## config.mk

```make
export PLATFORM = sky130hd
export DESIGN_NAME = freq_lock_monitor
export DESIGN_NICKNAME = d
export VERILOG_FILES = /design/src/rtl/freq_mon_pkg.sv /design/src/rtl/freq_mon_channel.sv /design/src/rtl/freq_lock_monitor.sv
export SDC_FILE = /design/constraint.sdc
export NUM_CORES = 1
export LEC_CHECK = 0
export CORE_AREA = 3 3 152 80
export CTS_CLUSTER_SIZE = 28
export DETAILED_ROUTE_END_ITERATION = 8
export DIE_AREA = 0 0 155 83
export GPL_TIMING_DRIVEN = 0
export PLACE_DENSITY = 0.76
export SYNTH_ARGS = -nofsm -noshare
export SYNTH_HDL_FRONTEND = slang
export SYNTH_SLANG_ARGS = --single-unit
```

## constraint.sdc

```tcl
create_clock -name clock -period 8.28 [get_ports clock]
set_input_delay 1.656 -clock clock [delete_from_list [all_inputs] [get_ports clock]]
set_output_delay 1.656 -clock clock [all_outputs]
set_load 0.02 [all_outputs]
```

## src/rtl/freq_mon_pkg.sv

```systemverilog
// Shared types and default parameter values for the frequency lock monitor.
package freq_mon_pkg;

    typedef enum logic {
        UNLOCKED = 1'b0,
        LOCKED   = 1'b1
    } lock_state_e;

    localparam int DEF_NCH      = 2;
    localparam int DEF_WIN_CYC  = 256;
    localparam int DEF_CNT_W    = 12;
    localparam int DEF_TOL      = 1;
    localparam int DEF_LOCK_N   = 4;
    localparam int DEF_UNLOCK_N = 2;

endpackage

```

## src/rtl/freq_mon_channel.sv

```systemverilog
// One monitored channel: tick counter, per-window tolerance compare and a
// two-state lock FSM with saturating good/bad streak counters.
module freq_mon_channel
    import freq_mon_pkg::*;
#(
    parameter int CNT_W    = DEF_CNT_W,
    parameter int TOL      = DEF_TOL,
    parameter int LOCK_N   = DEF_LOCK_N,
    parameter int UNLOCK_N = DEF_UNLOCK_N
) (
    input  logic             i_clock,
    input  logic             i_reset,
    input  logic             i_enable,
    input  logic             i_win_end,
    input  logic             i_tick,
    input  logic [CNT_W-1:0] i_expected,
    output logic [CNT_W-1:0] o_meas,
    output logic             o_good,
    output logic             o_locked,
    output logic             o_lock_lost
);

    localparam int GS_W = $clog2(LOCK_N + 1);
    localparam int BS_W = $clog2(UNLOCK_N + 1);
    localparam logic [CNT_W-1:0] CNT_MAX = '1;
    localparam logic [CNT_W:0]   TOL_V   = (CNT_W + 1)'(TOL);
    localparam logic [GS_W-1:0]  GS_SAT  = GS_W'(LOCK_N);
    localparam logic [BS_W-1:0]  BS_SAT  = BS_W'(UNLOCK_N);

    function automatic logic [CNT_W-1:0] sat_inc(input logic [CNT_W-1:0] c, input logic t);
        if (t && (c != CNT_MAX)) return c + 1'b1;
        return c;
    endfunction

    // A pinned counter means the true count is unknown, so it is never good.
    function automatic logic within_tol(input logic [CNT_W-1:0] c, input logic [CNT_W-1:0] e);
        logic signed [CNT_W:0] diff;
        logic        [CNT_W:0] mag;
        diff = $signed({1'b0, c}) - $signed({1'b0, e});
        mag  = diff[CNT_W] ? $unsigned(-diff) : $unsigned(diff);
        return (c != CNT_MAX) && (mag <= TOL_V);
    endfunction

    logic [CNT_W-1:0] r_cnt_p0;
    logic [CNT_W-1:0] w_cnt_next_p0;
    logic             w_good_now_p0;
    logic [CNT_W-1:0] r_meas_p1;
    logic             r_good_p1;
    logic [GS_W-1:0]  r_gs, w_gs_next;
    logic [BS_W-1:0]  r_bs, w_bs_next;
    lock_state_e      r_state, w_state_next;
    logic             w_drop;
    logic             r_lock_lost_p1;

    assign w_cnt_next_p0 = sat_inc(r_cnt_p0, i_tick);
    assign w_good_now_p0 = within_tol(w_cnt_next_p0, i_expected);

    always_ff @(posedge i_clock) begin
        if (i_reset || !i_enable || i_win_end) r_cnt_p0 <= '0;
        else                                   r_cnt_p0 <= w_cnt_next_p0;
    end

    // ---- stage p0 -> p1: window result capture ----
    always_ff @(posedge i_clock) begin
        if (i_reset) begin
            r_meas_p1 <= '0;
            r_good_p1 <= 1'b0;
        end else if (i_win_end) begin
            r_meas_p1 <= w_cnt_next_p0;
            r_good_p1 <= w_good_now_p0;
        end
    end

    always_ff @(posedge i_clock) begin
        if (i_reset) begin
            r_state <= UNLOCKED;
            r_gs    <= '0;
            r_bs    <= '0;
        end else begin
            r_state <= w_state_next;
            r_gs    <= w_gs_next;
            r_bs    <= w_bs_next;
        end
    end

    always_comb begin
        w_state_next = r_state;
        w_gs_next    = r_gs;
        w_bs_next    = r_bs;
        if (!i_enable) begin
            w_state_next = UNLOCKED;
            w_gs_next    = '0;
            w_bs_next    = '0;
        end else if (i_win_end) begin
            if (w_good_now_p0) begin
                w_bs_next = '0;
                w_gs_next = (r_gs == GS_SAT) ? r_gs : r_gs + 1'b1;
                if ((r_state == UNLOCKED) && (w_gs_next == GS_SAT)) w_state_next = LOCKED;
            end else begin
                w_gs_next = '0;
                w_bs_next = (r_bs == BS_SAT) ? r_bs : r_bs + 1'b1;
                if ((r_state == LOCKED) && (w_bs_next == BS_SAT)) w_state_next = UNLOCKED;
            end
        end
    end

    // Disabling drops lock silently; only a bad-streak drop is reported.
    always_comb begin
        o_locked = (r_state == LOCKED);
        w_drop   = i_enable && (r_state == LOCKED) && (w_state_next == UNLOCKED);
    end

    always_ff @(posedge i_clock) begin
        if (i_reset) r_lock_lost_p1 <= 1'b0;
        else         r_lock_lost_p1 <= w_drop;
    end

    assign o_meas      = r_meas_p1;
    assign o_good      = r_good_p1;
    assign o_lock_lost = r_lock_lost_p1;

endmodule

```

## src/rtl/freq_lock_monitor.sv

```systemverilog
// Multi-channel frequency lock monitor: one shared measurement window
// drives NCH independent channel counters and lock FSMs.
module freq_lock_monitor
    import freq_mon_pkg::*;
#(
    parameter int NCH      = DEF_NCH,
    parameter int WIN_CYC  = DEF_WIN_CYC,
    parameter int CNT_W    = DEF_CNT_W,
    parameter int TOL      = DEF_TOL,
    parameter int LOCK_N   = DEF_LOCK_N,
    parameter int UNLOCK_N = DEF_UNLOCK_N
) (
    input  logic                 clock,
    input  logic                 reset,
    input  logic                 enable,
    input  logic [NCH-1:0]       fb_tick,
    input  logic [NCH*CNT_W-1:0] expected,
    output logic [NCH*CNT_W-1:0] meas,
    output logic                 meas_valid,
    output logic [NCH-1:0]       good,
    output logic [NCH-1:0]       locked,
    output logic [NCH-1:0]       lock_lost
);

    localparam int WIN_W = $clog2(WIN_CYC);
    localparam logic [WIN_W-1:0] WIN_LAST = WIN_W'(WIN_CYC - 1);

    logic [WIN_W-1:0] r_win_cnt_p0;
    logic             w_win_end_p0;
    logic             r_meas_valid_p1;

    assign w_win_end_p0 = enable && (r_win_cnt_p0 == WIN_LAST);

    always_ff @(posedge clock) begin
        if (reset || !enable)  r_win_cnt_p0 <= '0;
        else if (w_win_end_p0) r_win_cnt_p0 <= '0;
        else                   r_win_cnt_p0 <= r_win_cnt_p0 + 1'b1;
    end

    // ---- stage p0 -> p1: window-end strobe ----
    always_ff @(posedge clock) begin
        if (reset) r_meas_valid_p1 <= 1'b0;
        else       r_meas_valid_p1 <= w_win_end_p0;
    end

    assign meas_valid = r_meas_valid_p1;

    for (genvar ch = 0; ch < NCH; ch++) begin : g_ch
        freq_mon_channel #(
            .CNT_W    (CNT_W),
            .TOL      (TOL),
            .LOCK_N   (LOCK_N),
            .UNLOCK_N (UNLOCK_N)
        ) u_ch (
            .i_clock     (clock),
            .i_reset     (reset),
            .i_enable    (enable),
            .i_win_end   (w_win_end_p0),
            .i_tick      (fb_tick[ch]),
            .i_expected  (expected[ch*CNT_W +: CNT_W]),
            .o_meas      (meas[ch*CNT_W +: CNT_W]),
            .o_good      (good[ch]),
            .o_locked    (locked[ch]),
            .o_lock_lost (lock_lost[ch])
        );
    end

endmodule

```

; Word level (Yosys, flattened, before mapping)
; Cells that the tools add are included.
[word_totals]
regBits = 73
elab_cells = 91
out_inout_bits = 31
inputBits = 29
[op_classes]
reduce_logical = 18
eq_ne = 13
order_cmp = 2
muxes = 26
bitwise_logic = 5
add_sub_neg = 11
[op_table]
columns = cell, n
row1 = $mux W12, 4
row2 = $ne A12 B12 Y1 const B, 4
row3 = $le A13 B1 Y1 const B, 2
row4 = $mux W13, 2
row5 = $neg A13 Y13, 2
row6 = $sub A12 B12 Y13, 2
row7 = $add A12 B1 Y12 const B, 2
row8 = $logic_and A1 B1 Y1, 13
row9 = $eq A3 B3 Y1 const B, 4
row10 = $mux W1, 12
row11 = $mux W3, 4
row12 = $add A8 B1 Y8 const B, 1
row13 = $eq A2 B2 Y1 const B, 4
row14 = $eq A8 B8 Y1 const B, 1
row15 = $mux W2, 4
row16 = $add A3 B1 Y3 const B, 2
row17 = $not A1 Y1, 5
row18 = $add A2 B1 Y2 const B, 2
row19 = $reduce_or A2 Y1, 2
row20 = $logic_or A1 B1 Y1, 2
row21 = $logic_not A1 Y1, 1

; Longest topological paths before layout
[depth]
word_depth = 14
depth_mapped = 19
mapped_depth_nobuf = 17

; By module
; From an unflattened synthesis, not the netlist that was laid out.
[unflattened]
cells_unflattened = 697
area_unflattened_um2 = 5614.1
[by_module_without_submodules]
columns = module, cells_each, seq_area_each_um2, instances, area_per_inst_um2
row1 = freq_mon_channel (g_ch[0].u_ch), 335, 640.6, 1, 2713.9
row2 = freq_mon_channel (g_ch[1].u_ch), 319, 640.6, 1, 2514.9
row3 = freq_lock_monitor, 43, 180.2, 1, 385.4

; Worst setup path before layout
; OpenSTA, ideal clock, no wires.
[synth_timing]
path_kind = input to register
startpoint = in fb_tick[0]
endpoint = reg g_ch[0].u_ch.r_bs[0]
required_time_ns = 8.164
n_path_buf = 1
path_slack_ns = 3.266
cell_stages = 14
t_arrival_ns = 4.898
setup_ns = 0.116
cell_sequence = o31ai_1 > xor2_1 > ha_1 > fa_1 > and2b_4 > o311a_1 > o211a_1 > or3_1 > buf_6 > nor4b_1 > mux2_2 > a22oi_4 > nand2_2 > a31o_1
[synth_via]
elab_chain_len = 9
elab_cells_between_ends = 10
classes_between = add/sub (2) / order compare (1) / eq/ne (1) / mux (4) / reduce/logical (2)
[synth_lines]
columns = item, line
row1 = from (decl), freq_lock_monitor.sv:16  ; input logic [NCH-1:0] fb_tick,
row2 = $logic_and A1 B1 Y1 *, freq_mon_channel.sv:31  ; if (t && (c != CNT_MAX)) return c + 1'b1;
row3 = $mux W1 *, freq_mon_channel.sv:31
row4 = $mux W12 *, freq_mon_channel.sv:32  ; return c;
row5 = $sub A12 B12 Y13, freq_mon_channel.sv:39  ; diff = $signed({1'b0, c}) - $signed({1'b0, e});
row6 = $neg A13 Y13, freq_mon_channel.sv:40  ; mag = diff[CNT_W] ? $unsigned(-diff) : $unsigned(diff);
row7 = $mux W13, freq_mon_channel.sv:40
row8 = $le A13 B1 Y1, freq_mon_channel.sv:41  ; return (c != CNT_MAX) && (mag <= TOL_V);
row9 = $logic_and A1 B1 Y1 *, freq_mon_channel.sv:41
row10 = $mux W2 *, freq_mon_channel.sv:95  ; if (w_good_now_p0) begin
row11 = to (signal assigned), freq_mon_channel.sv:82  ; r_bs <= w_bs_next;
row12 = to (decl), freq_mon_channel.sv:50  ; logic [BS_W-1:0] r_bs, w_bs_next;
; Every way passes the cells marked *; elsewhere a longest branch is shown, timed or not.
; A chain may end at the register's enable or synchronous reset.

; Worst setup path after layout
[layout_timing]
startpoint = in fb_tick[1]
endpoint = reg g_ch[1].u_ch.r_bs[1]
[layout_via]
elab_chain_len = 9
elab_cells_between_ends = 10
classes_between = add/sub (2) / order compare (1) / eq/ne (1) / mux (4) / reduce/logical (2)
[layout_lines]
columns = item, line
row1 = $logic_and A1 B1 Y1 *, freq_mon_channel.sv:31
row2 = $mux W1 *, freq_mon_channel.sv:31
row3 = $mux W12 *, freq_mon_channel.sv:32
row4 = via g_ch[1].u_ch.w_cnt_next_p0[4], freq_mon_channel.sv:45  ; logic [CNT_W-1:0] w_cnt_next_p0;
row5 = $sub A12 B12 Y13, freq_mon_channel.sv:39
row6 = $neg A13 Y13, freq_mon_channel.sv:40
row7 = $mux W13, freq_mon_channel.sv:40
row8 = $le A13 B1 Y1, freq_mon_channel.sv:41
row9 = $logic_and A1 B1 Y1 *, freq_mon_channel.sv:41
row10 = $mux W2 *, freq_mon_channel.sv:95
row11 = to (signal assigned), freq_mon_channel.sv:82
row12 = to (decl), freq_mon_channel.sv:50
; The timed path passes the listed nets; every way through them passes the cells marked *.

==> results.cfg <==
[status]
status = complete, no violations

[timing]
hold_viol = 0
period_needed_ns = 5.92
tightestPinTransition_ns = 0.734
period_share = 0.715
final-setup-viol-count = 0
max_slew_margin = 0.511
clock.fmax_mhz = 169
finalMaxSlewViolations = 0
fin_skew_ns = 0.00715
grt_setup_unrepaired = false
tns_ns = 0
hold_ws_ns = 0.456

[floorplanning]
die_y_um = 83
top_level_ports = 60
die-area_um2 = 12900
initial_core_util = 0.541
die_w_um = 155
fp-row-count = 27
core_um2 = 10900

[clock_tree]
h-tree-depth = 3
clock-sinks = 73
root_buffer = clkbuf_16
post_cts_buffers = 0
clock_path_buffers = 2
worstSkewPairLatency_ns = 0.34
cts-buffers-inserted = 9
post_cts_resized = 0
cts_tree = built
cts.clk_slew.worst_paths_ns = 0.06
cts_hold_buf = 0

[yosys]
ys_warn_count = 0
synth.area.top_cells = dfxtp_1 25%, ha_1 7.4%, nor2_1 6.1%
syn-num-nets = 837
syn_inst = 771
ys_seq_elements = 73
syn_area_um2 = 5910
ys.flop_type = dfxtp_1
ys_seq_area_frac = 0.247
postSynthAreaPerCell_um2 = 7.66
yosys.cell_types.count = 85
postSynth.asyncResetShare = 0
synth_largest_area_cell = dfxtp_1
synth_enable_flop_cells = 0
synth_top_area_share = 0.247

[run]
drv_cap = 0

[grt]
grt_pass1_wl_mm = 24.9
overflow = 0
grt_pass1_vias = 5349
grt_util_all_layers = 0.228
antenna_found_initial = 0
grt_max_degree = 14

[layout]
final_common_cell = nor2_1
utilization = 0.637
antenna_cells = 0
drive_above_1_share = 0.0721
layout_common_cells = 96 x nor2_1, 73 x dfxtp_1, 63 x nand2_1
synthToLayoutAreaGrowth_pct = 17.7
final_cell_area_um2 = 6950
nNetsFinal = 907

[power_and_ir_drop]
vdd_drop_max_mv = 0.103
p_leak_nw = 2.82
p_per_area_nw_per_um2 = 122
power_w = 0.000847

[setup_path]
required_ns = 8.50
r2r-start = g_ch[1].u_ch.r_cnt_p0[0]
end_kind = register
critPathKind = input pin to register
setup.worst_path.start = fb_tick[1]
crit_path_max_fanout = 9
crit_path_start_kind = input pin
cp.arrival_ns = 6.14

[drt]
wirelength_mm = 14.9
wl_per_cell_um = 15.0
drc = 0
drt_iter0_markers = 257
num_vias = 5753
ant_nets = 0
avgViaCountPerCell = 5.81
first_pass_iters = 4

[hold_path]
hold_path_startpoint = g_ch[0].u_ch.o_good
hp-class = register to register

[placement]
hpwl_mm = 11.3
port_buffers = 59
place_congestion = 0.897
place_area_um2 = 6680
[worst max-delay path, stage by stage]
cell and delay [ns]:
clkdlybuf4s50_1 0.57, o31a_1 0.17, clkbuf_1 0.31, nand2_1 0.14, nor2_1 0.13, xnor2_1 0.19
inv_1 0.11, ha_1 0.28, buf_2 0.20, o21ai_1 0.11, a21o_1 0.21, a311oi_2 0.41
o2111ai_1 0.26, o31ai_1 0.26, nand4_1 0.21, a2111oi_4 0.58, nor3_1 0.13, a22o_1 0.21
[final timing paths]
kind	to	slack, ns	cells past startpoint
setup / recovery	g_ch[1].u_ch.r_bs[1]	2.36	18
hold / removal	g_ch[0].u_ch.o_good	0.46	2
setup reg to reg	g_ch[1].u_ch.r_bs[1]	3.11	16
hold reg to reg	g_ch[0].u_ch.o_good	0.46	2
[state kept, by name, summed over array words and instances (netlist names)]
name                   cells
g_ch.u_ch.o_meas          24
g_ch.u_ch.r_cnt_p0        24
r_win_cnt_p0               8
g_ch.u_ch.r_gs             6
g_ch.u_ch.r_bs             4
g_ch.u_ch.o_good           2
g_ch.u_ch.o_lock_lost      2
g_ch.u_ch.o_locked         2
meas_valid                 1
[routing by layer]
layer  part of all wire  wire, um  global-route usage
met2               0.46      6880               0.381
met4              0.011       167              0.0577
met5                  0         0                   0
met1               0.49      7280               0.309
met3              0.036       537              0.0328
[cells in the mapped netlist (all sizes together) (10+ instances only)]
| library cell | instances |
|---|---|
| nor2 | 96 |
| dfxtp | 73 |
| nand2 | 64 |
| inv | 55 |
| a21oi | 54 |
| ha | 35 |
| nand3 | 28 |
| nor3 | 25 |
| clkbuf | 22 |
| o21ai | 20 |
| and3 | 17 |
| buf | 17 |
| nand4 | 17 |
| mux2i | 16 |
| nand2b | 15 |
| a21o | 14 |
| xor2 | 14 |
| a211oi | 13 |
| and2 | 12 |
| o211ai | 10 |
[final cells by class]
| cell class | count | area [um^2] |
|---|---|---|
| Multi-Input combinational cell | 604 | 4040 |
| Fill cell | 972 | 3960 |
| Sequential cell | 73 | 1460 |
| Timing Repair Buffer | 59 | 591 |
| Clock buffer | 10 | 229 |
| Inverter | 55 | 206 |
| Buffer | 39 | 198 |
| Tap cell | 145 | 181 |
| Clock inverter | 6 | 42.5 |
[per-stage QoR]
step	worst slack, ns	instances
floorplan	3.27	771
finish	2.36	991
global placement	2.08	975
CTS	2.40	991
global route	1.93	991
detailed placement	2.07	975
[power breakdown]
part	internal, W	leakage (nW)	total, W	switching (W)
sequential	0.000352	0.588	0.000354	0.00000172
combinational	0.0000599	2.10	0.000138	0.0000779
clock	0.000203	0.129	0.000356	0.000152
total	0.000615	2.82	0.000847	0.000232
[kinds of logic (layout without fill, tap and decap cells)]
family	Yosys count	after routing	synth area share
buf+inv	94	169	0.0684
flops	73	73	0.247
simple gates	329	329	0.290
fa+ha+maj	37	37	0.0809
compound gates	195	195	0.243
xor+xnor	23	23	0.0354
mux	20	20	0.0347
Note: power is estimated with default switching activity, not from simulation.
